==> src/rtl/prog_fetch_unit.sv <==
// prog_fetch_unit: program-memory byte fetcher feeding a prefetch FIFO.
// Optional IFU_BYPASS_EN: forward the in-flight byte when the FIFO is empty.
module prog_fetch_unit #(
    parameter int                   ADDRWIDTH    = 8,
    parameter int                   FIFO_DEPTH   = 4,
    parameter logic [ADDRWIDTH-1:0] RESET_VECTOR = '0
) (
    input  logic                 clk,
    input  logic                 rst,
    output logic                 mem_CS,
    output logic [ADDRWIDTH-1:0] mem_addr,
    input  logic [7:0]           mem_dout,
    input  logic                 jump,
    input  logic [ADDRWIDTH-1:0] jump_addr,
    output logic                 ib_valid,
    output logic [7:0]           ib_data,
    output logic [ADDRWIDTH-1:0] ib_pc,
    input  logic                 ib_ready
);

    localparam int PW = (FIFO_DEPTH > 1) ? $clog2(FIFO_DEPTH) : 1;
    localparam int CW = PW + 1;
    localparam logic [CW-1:0] DEPTH_C = CW'(FIFO_DEPTH);

    typedef enum logic [1:0] {
        S_IDLE,
        S_RUN,
        S_HOLD
    } state_t;

    state_t                 r_state;
    logic                   r_cs;
    logic [ADDRWIDTH-1:0]   r_addr;
    logic [ADDRWIDTH-1:0]   r_fetch_pc;
    logic                   r_inflight;
    logic [7:0]             r_data [FIFO_DEPTH];
    logic [ADDRWIDTH-1:0]   r_pc   [FIFO_DEPTH];
    logic [PW-1:0]          r_wptr;
    logic [PW-1:0]          r_rptr;
    logic [CW-1:0]          r_count;

    logic                   w_fifo_valid;
    logic [7:0]             w_head_data;
    logic [ADDRWIDTH-1:0]   w_head_pc;
    logic                   w_byp;
    logic                   w_pop;
    logic                   w_pop_fifo;
    logic                   w_push;
    logic [CW-1:0]          w_occ;
    logic                   w_issue;

    assign w_fifo_valid = (r_count != '0);
    assign w_head_data  = r_data[r_rptr];
    assign w_head_pc    = r_pc[r_rptr];

`ifdef IFU_BYPASS_EN
    // Empty FIFO with a byte on the bus: present the bus byte directly.
    assign w_byp    = (r_count == '0) & r_inflight & ~jump;
    assign ib_valid = w_fifo_valid | w_byp;
    assign ib_data  = w_byp ? mem_dout : w_head_data;
    assign ib_pc    = w_byp ? r_addr   : w_head_pc;
`else
    assign w_byp    = 1'b0;
    assign ib_valid = w_fifo_valid;
    assign ib_data  = w_head_data;
    assign ib_pc    = w_head_pc;
`endif

    assign mem_CS   = r_cs;
    assign mem_addr = r_addr;

    // A bypassed byte that is popped this cycle never enters the FIFO.
    assign w_pop      = ib_valid & ib_ready;
    assign w_pop_fifo = w_pop & ~w_byp;
    assign w_push     = r_inflight & ~(w_byp & ib_ready);

    // Occupancy after this edge; issue only if the issued byte will fit.
    assign w_occ   = r_count + CW'(w_push) - CW'(w_pop_fifo);
    assign w_issue = (w_occ < DEPTH_C);

    // Fetch FSM: drives the memory port and tracks the in-flight byte.
    always_ff @(posedge clk) begin
        if (rst) begin
            r_state    <= S_IDLE;
            r_cs       <= 1'b1;
            r_addr     <= RESET_VECTOR;
            r_fetch_pc <= RESET_VECTOR;
            r_inflight <= 1'b0;
        end else if (jump) begin
            r_state    <= S_RUN;
            r_cs       <= 1'b0;
            r_addr     <= jump_addr;
            r_fetch_pc <= jump_addr + ADDRWIDTH'(1);
            r_inflight <= 1'b1;
        end else begin
            if (w_issue) begin
                r_cs       <= 1'b0;
                r_addr     <= r_fetch_pc;
                r_fetch_pc <= r_fetch_pc + ADDRWIDTH'(1);
                r_inflight <= 1'b1;
            end else begin
                r_cs       <= 1'b1;
                r_inflight <= 1'b0;
            end
            unique case (r_state)
                S_IDLE:  r_state <= S_RUN;
                S_RUN:   r_state <= w_issue ? S_RUN : S_HOLD;
                S_HOLD:  r_state <= w_issue ? S_RUN : S_HOLD;
                default: r_state <= S_IDLE;
            endcase
        end
    end

    // FIFO pointers and occupancy; a jump empties it but keeps the head stable.
    always_ff @(posedge clk) begin
        if (rst) begin
            r_wptr  <= '0;
            r_rptr  <= '0;
            r_count <= '0;
        end else if (jump) begin
            r_wptr  <= r_rptr;
            r_count <= '0;
        end else begin
            if (w_push) begin
                r_wptr <= r_wptr + PW'(1);
            end
            if (w_pop_fifo) begin
                r_rptr <= r_rptr + PW'(1);
            end
            r_count <= w_occ;
        end
    end

    // FIFO storage: capture the returned byte with the address that fetched it.
    always_ff @(posedge clk) begin
        if (rst) begin
            for (int i = 0; i < FIFO_DEPTH; i++) begin
                r_data[i] <= 8'h00;
                r_pc[i]   <= '0;
            end
        end else if (!jump && w_push) begin
            r_data[r_wptr] <= mem_dout;
            r_pc[r_wptr]   <= r_addr;
        end
    end

endmodule

==> config.mk <==
export PLATFORM = sky130hd
export DESIGN_NAME = prog_fetch_unit
export DESIGN_NICKNAME = d
export VERILOG_FILES = /design/src/rtl/prog_fetch_unit.sv
export SDC_FILE = /design/constraint.sdc
export NUM_CORES = 1
export LEC_CHECK = 0
export BUFFER_PORTS_ARGS = -buffer_cell sky130_fd_sc_hd__clkbuf_2
export CAP_MARGIN = 5
export CORE_MARGIN = 2
export CORE_UTILIZATION = 55
export CTS_CLUSTER_DIAMETER = 120
export DETAILED_ROUTE_END_ITERATION = 12
export GPL_TIMING_DRIVEN = 0
export PLACE_DENSITY = 0.83
export SYNTH_ARGS = -nofsm -noshare
export SYNTH_HDL_FRONTEND = slang
export SYNTH_SLANG_ARGS = --single-unit
==> constraint.sdc <==
create_clock -name clk -period 3.64 [get_ports clk]
set_input_delay 0.364 -clock clk [delete_from_list [all_inputs] [get_ports clk]]
set_output_delay 0.364 -clock clk [all_outputs]
set_load 0.02 [all_outputs]
==> results of run 1 <==
per-layer routing:
layer / vias up / wire (um) / GRT usage
met1: 1348 / 3450 / 0.2778
li1: 1281 / - / -
met2: 114 / 4565 / 0.3918
met4: 0 / 204 / 0.08846
met3: 20 / 562 / 0.03422
met5: - / 0 / 0
stage by stage:
stage                     area (um2)  setup WS, ps    util  power (mW)  hold slack [ps]
after global placement          4486         785.6  0.6184       1.854            465.0
after floorplan                 4136          1025       -       1.696            442.4
after global routing            4684         614.8  0.6459       2.651            291.9
final                           4684         758.3  0.6459       2.546            283.7
after detailed placement        4486         769.4  0.6184       1.878            476.6
after CTS                       4684         735.8  0.6459       2.551            281.5
registers in the layout, indices dropped and copies added (netlist names), named ones only:
name	flops
mem_CS	1
r_wptr	2
r_rptr	2
r_count	3
r_inflight	1
r_fetch_pc	8
r_data	32
mem_addr	8
r_pc	32
power breakdown:
group / total, mW / leakage (nW) / switching (mW) / internal (mW)
Clock: 0.693 / 0.0939 / 0.368 / 0.325
Sequential: 1.26 / 0.888 / 0.0567 / 1.20
Combinational: 0.594 / 0.921 / 0.355 / 0.239
layout make-up:
cell class | instances | area, um2
buffer | 19 | 78.83
clock buffer | 10 | 127.6
clock inverter | 6 | 71.32
fill | 540 | 2569
inverter | 17 | 63.81
multi-input combinational | 204 | 1531
sequential | 91 | 2462
tap | 99 | 123.9
timing repair buffer | 45 | 225.2
cells by family after synthesis:
logic type | count (synthesis) | share of synthesized area
simple gates | 128 | 0.1497
flops | 91 | 0.5953
buf+inv | 36 | 0.03448
compound gates | 27 | 0.04628
mux | 26 | 0.1131
xor+xnor | 19 | 0.04719
fa+ha+maj | 4 | 0.01392
final timing paths:
kind,to,depth (start not counted)
worst max-delay path,r_fetch_pc[5],12
worst min register to register,mem_addr[0],2
worst max register to register,r_fetch_pc[5],12
worst min-delay path,mem_addr[7],3
layout by cell type (no fill, tap or decap), types with 5 or more instances in the layout:
cell,instances
mux4_2,16
clkbuf_1,14
a211oi_1,7
edfxtp_1,64
and3_1,12
xnor2_1,11
a21oi_1,10
nand2_1,28
clkbuf_8,9
xor2_1,6
nor2b_1,5
nor2_1,45
clkbuf_2,45
and2_1,19
dfxtp_1,27
inv_1,16
critical path, cell delays in order (launching register included):
cell and delay, ps:
dfxtp_1 360, o31a_1 310, ha_1 280, inv_1 70, ha_1 140, inv_1 50, fa_1 400, xor3_1 270
buf_2 230, a221oi_1 270, xnor2_1 160, nor2_1 60, a211oi_1 210
==> summary.txt, run 1 <==
Logic synthesis
  • Synth Register Bits: 91
  • Synth Cell Area: 0.004136 mm2
  • Ys Warns: 0
  • Gate Count Post-Synth: 331
  • Post-synth EDFFs: 64
  • Largest area contributor in the netlist: edfxtp_1
  • FFs w/ async S/R, synth: 0
  • Most frequent cell after synthesis: edfxtp_1
  • Dominant synthesized flop cell: edfxtp_1
  • Post-synth top cells: edfxtp_1, nor2_1, nand2_1
  • Synth top area share: 0.4646
  • Synthesized Nets: 355
  • Synth top area cells: edfxtp_1, dfxtp_1, mux4_2
  • Synth cell types: 41
  • Synthesized area per cell: 12.50 um2
  • Seq/Total Area, Yosys: 0.5953

Final layout
  • Share of layout cells above drive strength 1: 0.2245
  • # diodes: 0
  • Area grow syn2layout: 13.25%
  • Fin nets: around 400
  • Non-filler cells, final: 491

Detailed routing
  • Initial DRT Pass Iterations: 4
  • Vias per std cell: 5.627
  • Antenna-violating nets left: 0
  • Via count: 2763
  • Final WL: ~9000 um
  • DRC: 0
  • Initial DRC Count: 257
  • Wire per inst: 17.89 um

Timing
  • Worst Skew: 15.35 ps
  • Max-slew violations: 0
  • RSZ-0062 raised after global routing: false
  • Max Fclk: 0.3470 GHz
  • Worst slew pin tran: 740.8 ps
  • Final setup fails: 0
  • Final min period: 2882 ps
  • Slew headroom: 0.5062
  • Final setup TNS: 0 ps
  • Final hold vios: 0
  • Period utilization: 0.7917

Place
  • Port Buffers: 45
  • Placer Congestion: about 0.9
  • DP Wirelength: 6096 um
  • Cell total after placement: 475

Global routing
  • First-pass GRT wire length: about 14000 um
  • Largest net degree at the start of global routing: 17
  • GR Overflow Total: 0
  • GRT Total Usage: 0.2234
  • Vias in the first global route: 2856
  • Initial antenna violation count: 0

Floorplan
  • # IOs: 46
  • Site row count: 31
  • Starting Density: 0.5703
  • Die Ht: 90.72 um
  • Full die area: 0.008230 mm2
  • Core area: roughly 0.0073 mm2
  • Die Width: 90.72 um

Pwr
  • Pwr Density: 543.5 mW/mm2
  • P_leak: roughly 1.9 nW
  • Max IR drop VDD: 0.2474 mV

Setup path
  • Critical Path RT: between 3000 and 4000 ps
  • Start of the worst register-to-register path: r_count[1]
  • Crit path launch: r_count[1]
  • Worst-path fanout max: 10
  • CP Data Arrival Time: 3150 ps
  • Critical path capture point type: flop
  • Crit path launch type: flop
  • Crit Path Class: flop to flop
  • Reg2reg setup slack: 760 ps

Clocking
  • Root Driver: clkbuf_8
  • CTS tree: built
  • Resized cells post-CTS: 0
  • Worst-Skew Late Latency: 360 ps
  • Number of buffers on the longest clock path: 2
  • Cts hold-fix bufs: 0
  • Sink Count: 91
  • H-tree depth: 3
  • Inserted Clock Buffers: 9
  • Setup repair bufs after CTS: 0
  • Clock Pin Slew Worst Setup and Hold Paths: 90 ps

Run status
  • Status: finished clean

Hold path
  • Hold Startpoint: jump_addr[7]
  • HP Class: input port to flop

Job
  • Maxcap violations: 0
Power figures use the tool's default switching activity.
==> run 2, diff against run 1 <==
- clock period: 3.64 -> 2.9 ns (I/O delays scaled with it)
==> run 2 against run 1 <==
  * Sequential power rose by 25%
  * Sequential cell count did not move
  * Register-to-register slack got worse by 620 ps
  * Clock power rose by 25%
  * Count of clock-buffer cells in the layout did not move
  * Critical path depth did not move
  * Largest power group unchanged
==> summary.txt, run 2 (synthesis gave the netlist of run 1 again) <==
Run status
  • Status: finished clean

Timing
  • Worst Skew: 15.28 ps (-0.07590 ps)
  • Final setup fails: 0 (unchanged)
  • Max-slew violations: 0 (unchanged)
  • Slew headroom: 0.5097 (+0.003522)
  • Period utilization: 0.9518 (+0.1601)
  • Max Fclk: 0.3623 GHz (+4.4%)
  • Final hold vios: 0 (unchanged)
  • Worst setup margin: 139.8 ps (-618.5 ps)
  • Final min period: 2760 ps (-121.5 ps)
  • Worst slew pin tran: 735.5 ps (-5.283 ps)

Pwr
  • Total power: 3.222 mW (+27%)
  • Sw Pwr: 0.9847 mW (+26%)
  • Max IR drop VDD: 0.3057 mV (+24%)
  • P_leak: 1.906 nW (+0.16%)
  • Int Pwr: 2.237 mW (+27%)
  • Logic pwr share: 0.240 (+0.007)
  • Pwr Density: 683.1 mW/mm2 (+26%)
  • Sequential Power Share: 0.491 (-0.004)
  • Sw Ratio: 0.3056 (-0.0003798)
  • Power share of the clock group: 0.269 (-0.003)

Clocking
  • CTS tree: built
  • Resized cells post-CTS: 1 (+1)
  • Setup repair bufs after CTS: 0 (unchanged)
  • Clock Pin Slew Worst Setup and Hold Paths: 90 ps (about the same)
  • H-tree depth: 3 (unchanged)
  • Number of buffers on the longest clock path: 2 (unchanged)
  • Worst-Skew Late Latency: 360 ps (about the same)
  • Inserted Clock Buffers: 9 (unchanged)
  • Sink Count: 91 (unchanged)
  • Cts hold-fix bufs: 0 (unchanged)
  • Root Driver: clkbuf_8

Global routing
  • Initial antenna violation count: 0 (unchanged)
  • Vias in the first global route: 2856 (unchanged)
  • GR Overflow Total: 0 (unchanged)
  • First-pass GRT wire length: 14080 um (unchanged)
  • GRT Total Usage: 0.2234 (unchanged)
  • Largest net degree at the start of global routing: 17 (unchanged)

Detailed routing
  • Initial DRC Count: 246 (-4.3%)
  • Antenna-violating nets left: 0 (unchanged)
  • Vias per std cell: 5.690 (+1.1%)
  • Initial DRT Pass Iterations: 5 (+1)
  • Via count: 2794 (+1.1%)
  • DRC: 0 (unchanged)
  • Wire per inst: 17.83 um (-0.33%)
  • Final WL: 8754 um (-0.33%)

Setup path
  • Critical path capture point type: flop
  • Crit-path max cell delay: 400 ps (about the same)
  • Crit path buf inv count: 3 (unchanged)
  • Cell family contributing the most delay on the critical path: adder cells
  • Crit path launch type: flop
  • CP Data Arrival Time: 3030 ps (-120 ps)
  • CP cell instances: o31a_1 > ha_1 > inv_1 > ha_1 > inv_1 > fa_1 > xor3_2 > buf_6 > a221oi_2 > xnor2_1 > nor2_1 > a211oi_1
  • Worst-path fanout max: 10 (unchanged)
  • Critical Path RT: 3170 ps (-740 ps)
  • Crit Path Class: flop to flop
  • Critical Path Slowest Stage Cell: fa_1

Place
  • Placer Congestion: 0.8994 (unchanged)
  • Port Buffers: 45 (unchanged)
  • Dpl ws: 29.43 ps (-740.0 ps)
  • DP Wirelength: 6096 um (unchanged)

Final layout
  • # diodes: 0 (unchanged)
  • Fin nets: 411 (unchanged)
  • Biggest regs: r_data (32), r_pc (32)
  • Final core occ: 0.6503 (+0.004485)
  • Most common cell after layout, fill and taps aside: edfxtp_1
  • Commonest non-fill, non-tap cells in the layout: edfxtp_1, nor2_1, clkbuf_2
  • Area grow syn2layout: 14.03%
  • Share of layout cells above drive strength 1: 0.2347 (+0.01020)

Floorplan
  • Die Width: 90.72 um (unchanged)
  • # IOs: 46 (unchanged)
  • Site row count: 31 (unchanged)
  • Full die area: 0.008230 mm2 (unchanged)
  • Starting Density: 0.5703 (unchanged)
  • Die Ht: 90.72 um (unchanged)
  • Core area: 0.007253 mm2 (unchanged)

Job
  • Maxcap violations: 0 (unchanged)

Hold path
  • HP Class: input port to flop
## run 2: final timing paths
path                               startpoint       endpoint  slack [ps]  cells after the start
worst max-delay path               r_count[1]  r_fetch_pc[5]         140                     12
worst min register to register  r_fetch_pc[1]  r_fetch_pc[1]         490                      2
worst min-delay path             jump_addr[7]    mem_addr[7]         210                      3
worst max register to register     r_count[1]  r_fetch_pc[5]         140                     12
## run 2: layout make-up
class                   instances  area, um2
flip-flops and latches         91       2462
inverters                      17      63.81
clock inverters                 6      71.32
well taps                      99      123.9
fillers                       535       2536
repair buffers                 45      225.2
plain buffers                  19      85.08
multi-input cells             204       1558
clock buffers                  10      127.6
## run 2: per-stage QoR
step,setup TNS [ps],area [um2],std cells,hold slack [ps]
6_report,0,4717,491,211.8
5_1_grt,-28.98,4717,491,217.9
4_1_cts,0,4687,491,207.5
3_5_place_dp,0,4486,475,476.6
3_3_place_gp,0,4486,475,465.0
2_1_floorplan,0,4136,331,433.6
## run 2: worst reg2reg max path: cells and delay by family, from the launching register on
kind,cells,cell delay (ps)
adders and majority gates,3,820
AOI/OAI and AO/OA,3,710
xor gates and xnor gates,2,450
DFF,1,360
buffers and inverters,3,300
and+or+nand+nor,1,50
## run 2: power groups by stage
stage	logic (mW)	clock network, mW	registers, mW
after floorplan	0.519	0	1.61
after CTS	0.758	0.870	1.58
after global routing	0.841	0.922	1.59
after global placement	0.726	0	1.60
after detailed placement	0.746	0	1.61
final	0.773	0.868	1.58
## run 2: routing by layer
metal / routed length, um / track usage / vias to the layer above
li1: - / - / 1278
met1: 3382 / 0.2778 / 1372
met2: 4597 / 0.3918 / 121
met3: 552 / 0.03422 / 23
met4: 222 / 0.08846 / 0
met5: 0 / 0 / -
==> run 3, diff against run 2 <==
- ABC_AREA: unset -> 1
- CTS_BUF_LIST: unset -> sky130_fd_sc_hd__clkbuf_4
- clock period: 2.9 -> 2.6 ns (I/O delays scaled with it)
==> run 3 against run 2 <==
  * Clock power fell by 20%
  * Via count rose by 16%
  * Design area fell by 1.9%
  * Setup slack improved by 35 ps
  * Sequential share of layout area rose by 1.0 points
  * Total power fell by 5.4%
  * Hold slack got worse by 78 ps
  * Register-to-register slack improved by 40 ps
  * Critical path type unchanged
  * Largest cell class unchanged
  * Largest power group unchanged
==> summary.txt, run 3 <==
Global routing
  • Largest net degree at the start of global routing: 17 (unchanged)
  • First-pass GRT wire length: 14590 um (+3.6%)
  • Initial antenna violation count: 0 (unchanged)
  • Vias in the first global route: 3061 (+7.2%)
  • GR Overflow Total: 0 (unchanged)
  • GRT Total Usage: 0.2296 (+0.006239)

Clocking
  • CTS tree: built
  • Root Driver: clkbuf_4
  • H-tree depth: 3 (unchanged)
  • Clock Pin Slew Worst Setup and Hold Paths: 150 ps (+60 ps)
  • Cts hold-fix bufs: 0 (unchanged)
  • Worst-Skew Late Latency: 440 ps (+80 ps)
  • Sink Count: 91 (unchanged)
  • Inserted Clock Buffers: 9 (unchanged)
  • Number of buffers on the longest clock path: 2 (unchanged)

Logic synthesis
  • Post-synth top cells: nor2_1, nand2_1, edfxtp_1
  • Gate Count Post-Synth: 443 (+34%)
  • Synthesized area per cell: 9.275 um2 (-26%)
  • Synth Register Bits: 91 (unchanged)
  • Most frequent cell after synthesis: nor2_1
  • Ys Warns: 0 (unchanged)
  • Synth cell types: 35 (-15%)
  • FFs w/ async S/R, synth: 0 (unchanged)
  • Synth top area share: 0.4677 (+0.003112)
  • Largest area contributor in the netlist: edfxtp_1
  • Synthesized Nets: 467 (+32%)
  • Synth Cell Area: 0.004109 mm2 (-0.67%)
  • Seq/Total Area, Yosys: 0.5993 (+0.003988)
  • Post-synth EDFFs: 64 (unchanged)
  • Synth top area cells: edfxtp_1, dfxtp_1, nor2_1
  • Dominant synthesized flop cell: edfxtp_1

Final layout
  • Filler cell count: 594 (+11%)
  • Final core occ: 0.6381 (-0.01225)
  • Fin nets: 523 (+27%)
  • # diodes: 0 (unchanged)
  • Non-filler cells, final: 603 (+23%)
  • Biggest regs: r_data (32), r_pc (32)
  • Area grow syn2layout: 12.64%
  • Most common cell after layout, fill and taps aside: nor2_1
  • Post-route cell area: 0.004628 mm2 (-1.9%)
  • Share of layout cells above drive strength 1: 0.1905 (-0.04422)
  • Commonest non-fill, non-tap cells in the layout: nor2_1, nand2_1, edfxtp_1

Floorplan
  • Full die area: 0.008178 mm2 (-0.63%)
  • Site row count: 31 (unchanged)
  • Core area: 0.007253 mm2 (unchanged)
  • Starting Density: 0.5665 (-0.003795)
  • Die Width: 90.44 um (-0.31%)
  • Die Ht: 90.44 um (-0.31%)
  • # IOs: 46 (unchanged)

Place
  • DP Wirelength: 6095 um (about the same)
  • Placer Congestion: 0.8815 (-2.0%)
  • Cell total after placement: 586 (+23%)
  • Dpl ws: -6.834 ps (-36.26 ps)
  • Port Buffers: 44 (-2.2%)
  • Placement Cell Area: 0.004471 mm2 (-0.33%)

Timing
  • Slew headroom: 0.3767 (-0.1330)
  • Max Fclk: 0.4124 GHz (+14%)
  • Min Hold Slack: 133.6 ps (-78.21 ps)
  • Final setup fails: 0 (unchanged)
  • Final hold vios: 0 (unchanged)
  • RSZ-0062 raised after global routing: false
  • Worst Skew: 15.78 ps (+0.5007 ps)
  • Worst setup margin: 175.1 ps (+35.30 ps)
  • Final setup TNS: 0 ps (unchanged)
  • Period utilization: 0.9327 (-0.01914)
  • Final min period: 2425 ps (-335.3 ps)
  • Worst slew pin tran: 934.9 ps (+199.5 ps)
  • Max-slew violations: 0 (unchanged)

Job
  • Maxcap violations: 0 (unchanged)

Setup path
  • CP Data Arrival Time: 2790 ps (-240 ps)
  • Critical path capture point type: flop
  • Crit path launch type: flop
  • Crit Path Class: flop to flop
  • Critical Path RT: 2960 ps (-210 ps)
  • Worst-path fanout max: 6 (-4)

Detailed routing
  • Initial DRT Pass Iterations: 6 (+1)
  • Wire per inst: 15.10 um (-15%)
  • Vias per std cell: 5.365 (-5.7%)
  • Antenna-violating nets left: 0 (unchanged)
  • Initial DRC Count: 322 (+31%)
  • Via count: 3235 (+16%)
  • Final WL: 9104 um (+4.0%)
  • DRC: 0 (unchanged)

Pwr
  • Max IR drop VDD: 0.3287 mV (+7.5%)
  • P_leak: 1.927 nW (+1.1%)
  • Pwr Density: 658.3 mW/mm2 (-3.6%)
  • Total power: 3.047 mW (-5.4%)

Hold path
  • HP Class: input port to flop

Run status
  • Status: finished clean
[run 3: cell types whose count changed in the layout (fill, tap and decap cells not counted), moves of 10 or more]
cell,before,now
and2_1,19,0
and3_1,12,0
clkbuf_4,0,10
inv_1,16,47
mux4_2,16,0
nand2_1,28,79
nor2_1,45,98
o21ai_0,0,43
o22ai_1,0,17
xnor2_1,11,0
[run 3: final cells by class]
cell class / count / area [um2] / share of cell area
sequential: 91 / 2464 / 0.5323
multi-input combinational: 284 / 1379 / 0.2979
timing repair buffer: 45 / 227.7 / 0.04920
inverter: 51 / 201.4 / 0.04353
tap: 99 / 123.9 / 0.02676
buffer: 17 / 116.4 / 0.02514
clock buffer: 10 / 75.07 / 0.01622
clock inverter: 6 / 41.29 / 0.008921
[run 3: power breakdown]
| group | leakage (nW) | switching (mW) | internal, mW |
|---|---|---|---|
| clock network | 0.0604 | 0.484 | 0.208 |
| registers | 0.886 | 0.0626 | 1.66 |
| logic | 0.980 | 0.430 | 0.200 |
| total | 1.93 | 0.977 | 2.07 |
[run 3: kinds of logic (layout without fill, tap and decap cells)]
group / Yosys count / in the layout / synth area share
AOI/OAI and AO/OA: 71 / 71 / 0.09257
xor gates and xnor gates: 1 / 1 / 0.002132
adders and majority gates: 4 / 4 / 0.01401
buffers and inverters: 68 / 129 / 0.07551
DFF: 91 / 91 / 0.5993
and+or+nand+nor: 208 / 208 / 0.2165
[run 3: timing repair]
action	4_1_cts	5_1_grt
endpoints found under the setup margin	9	18
cloned	0	0
pin swaps	1	0
resized for setup	0	10
buffers inserted	1	0
[run 3: final timing paths]
kind                   end  slack, ps           from  depth (start not counted)
max          r_fetch_pc[2]        180     r_count[1]                         16
min           r_data[2][2]        130    mem_dout[2]                          3
max reg2reg  r_fetch_pc[2]        180     r_count[1]                         16
min reg2reg  r_fetch_pc[5]        460  r_fetch_pc[5]                          2
[run 3: worst max-delay path, stage by stage (launching register included)]
cell	delay [ps]
dfxtp_2	360
inv_1	100
nand3_2	110
and2_4	160
ha_1	270
inv_1	60
ha_1	120
inv_1	50
fa_2	350
inv_1	80
nand2_1	60
nand3_1	110
nand3_4	120
nor2_4	140
buf_4	160
nand2_1	50
o21ai_0	70
[run 3: layer usage]
metal  wire [um]  share of wire  vias to the layer above  track usage
li1            -              -                     1563            -
met4         146          0.016                        0       0.1000
met5           0              0                        -            0
met3         720          0.079                       17      0.05008
met2        4601           0.51                      156       0.3841
met1        3636           0.40                     1499       0.2886
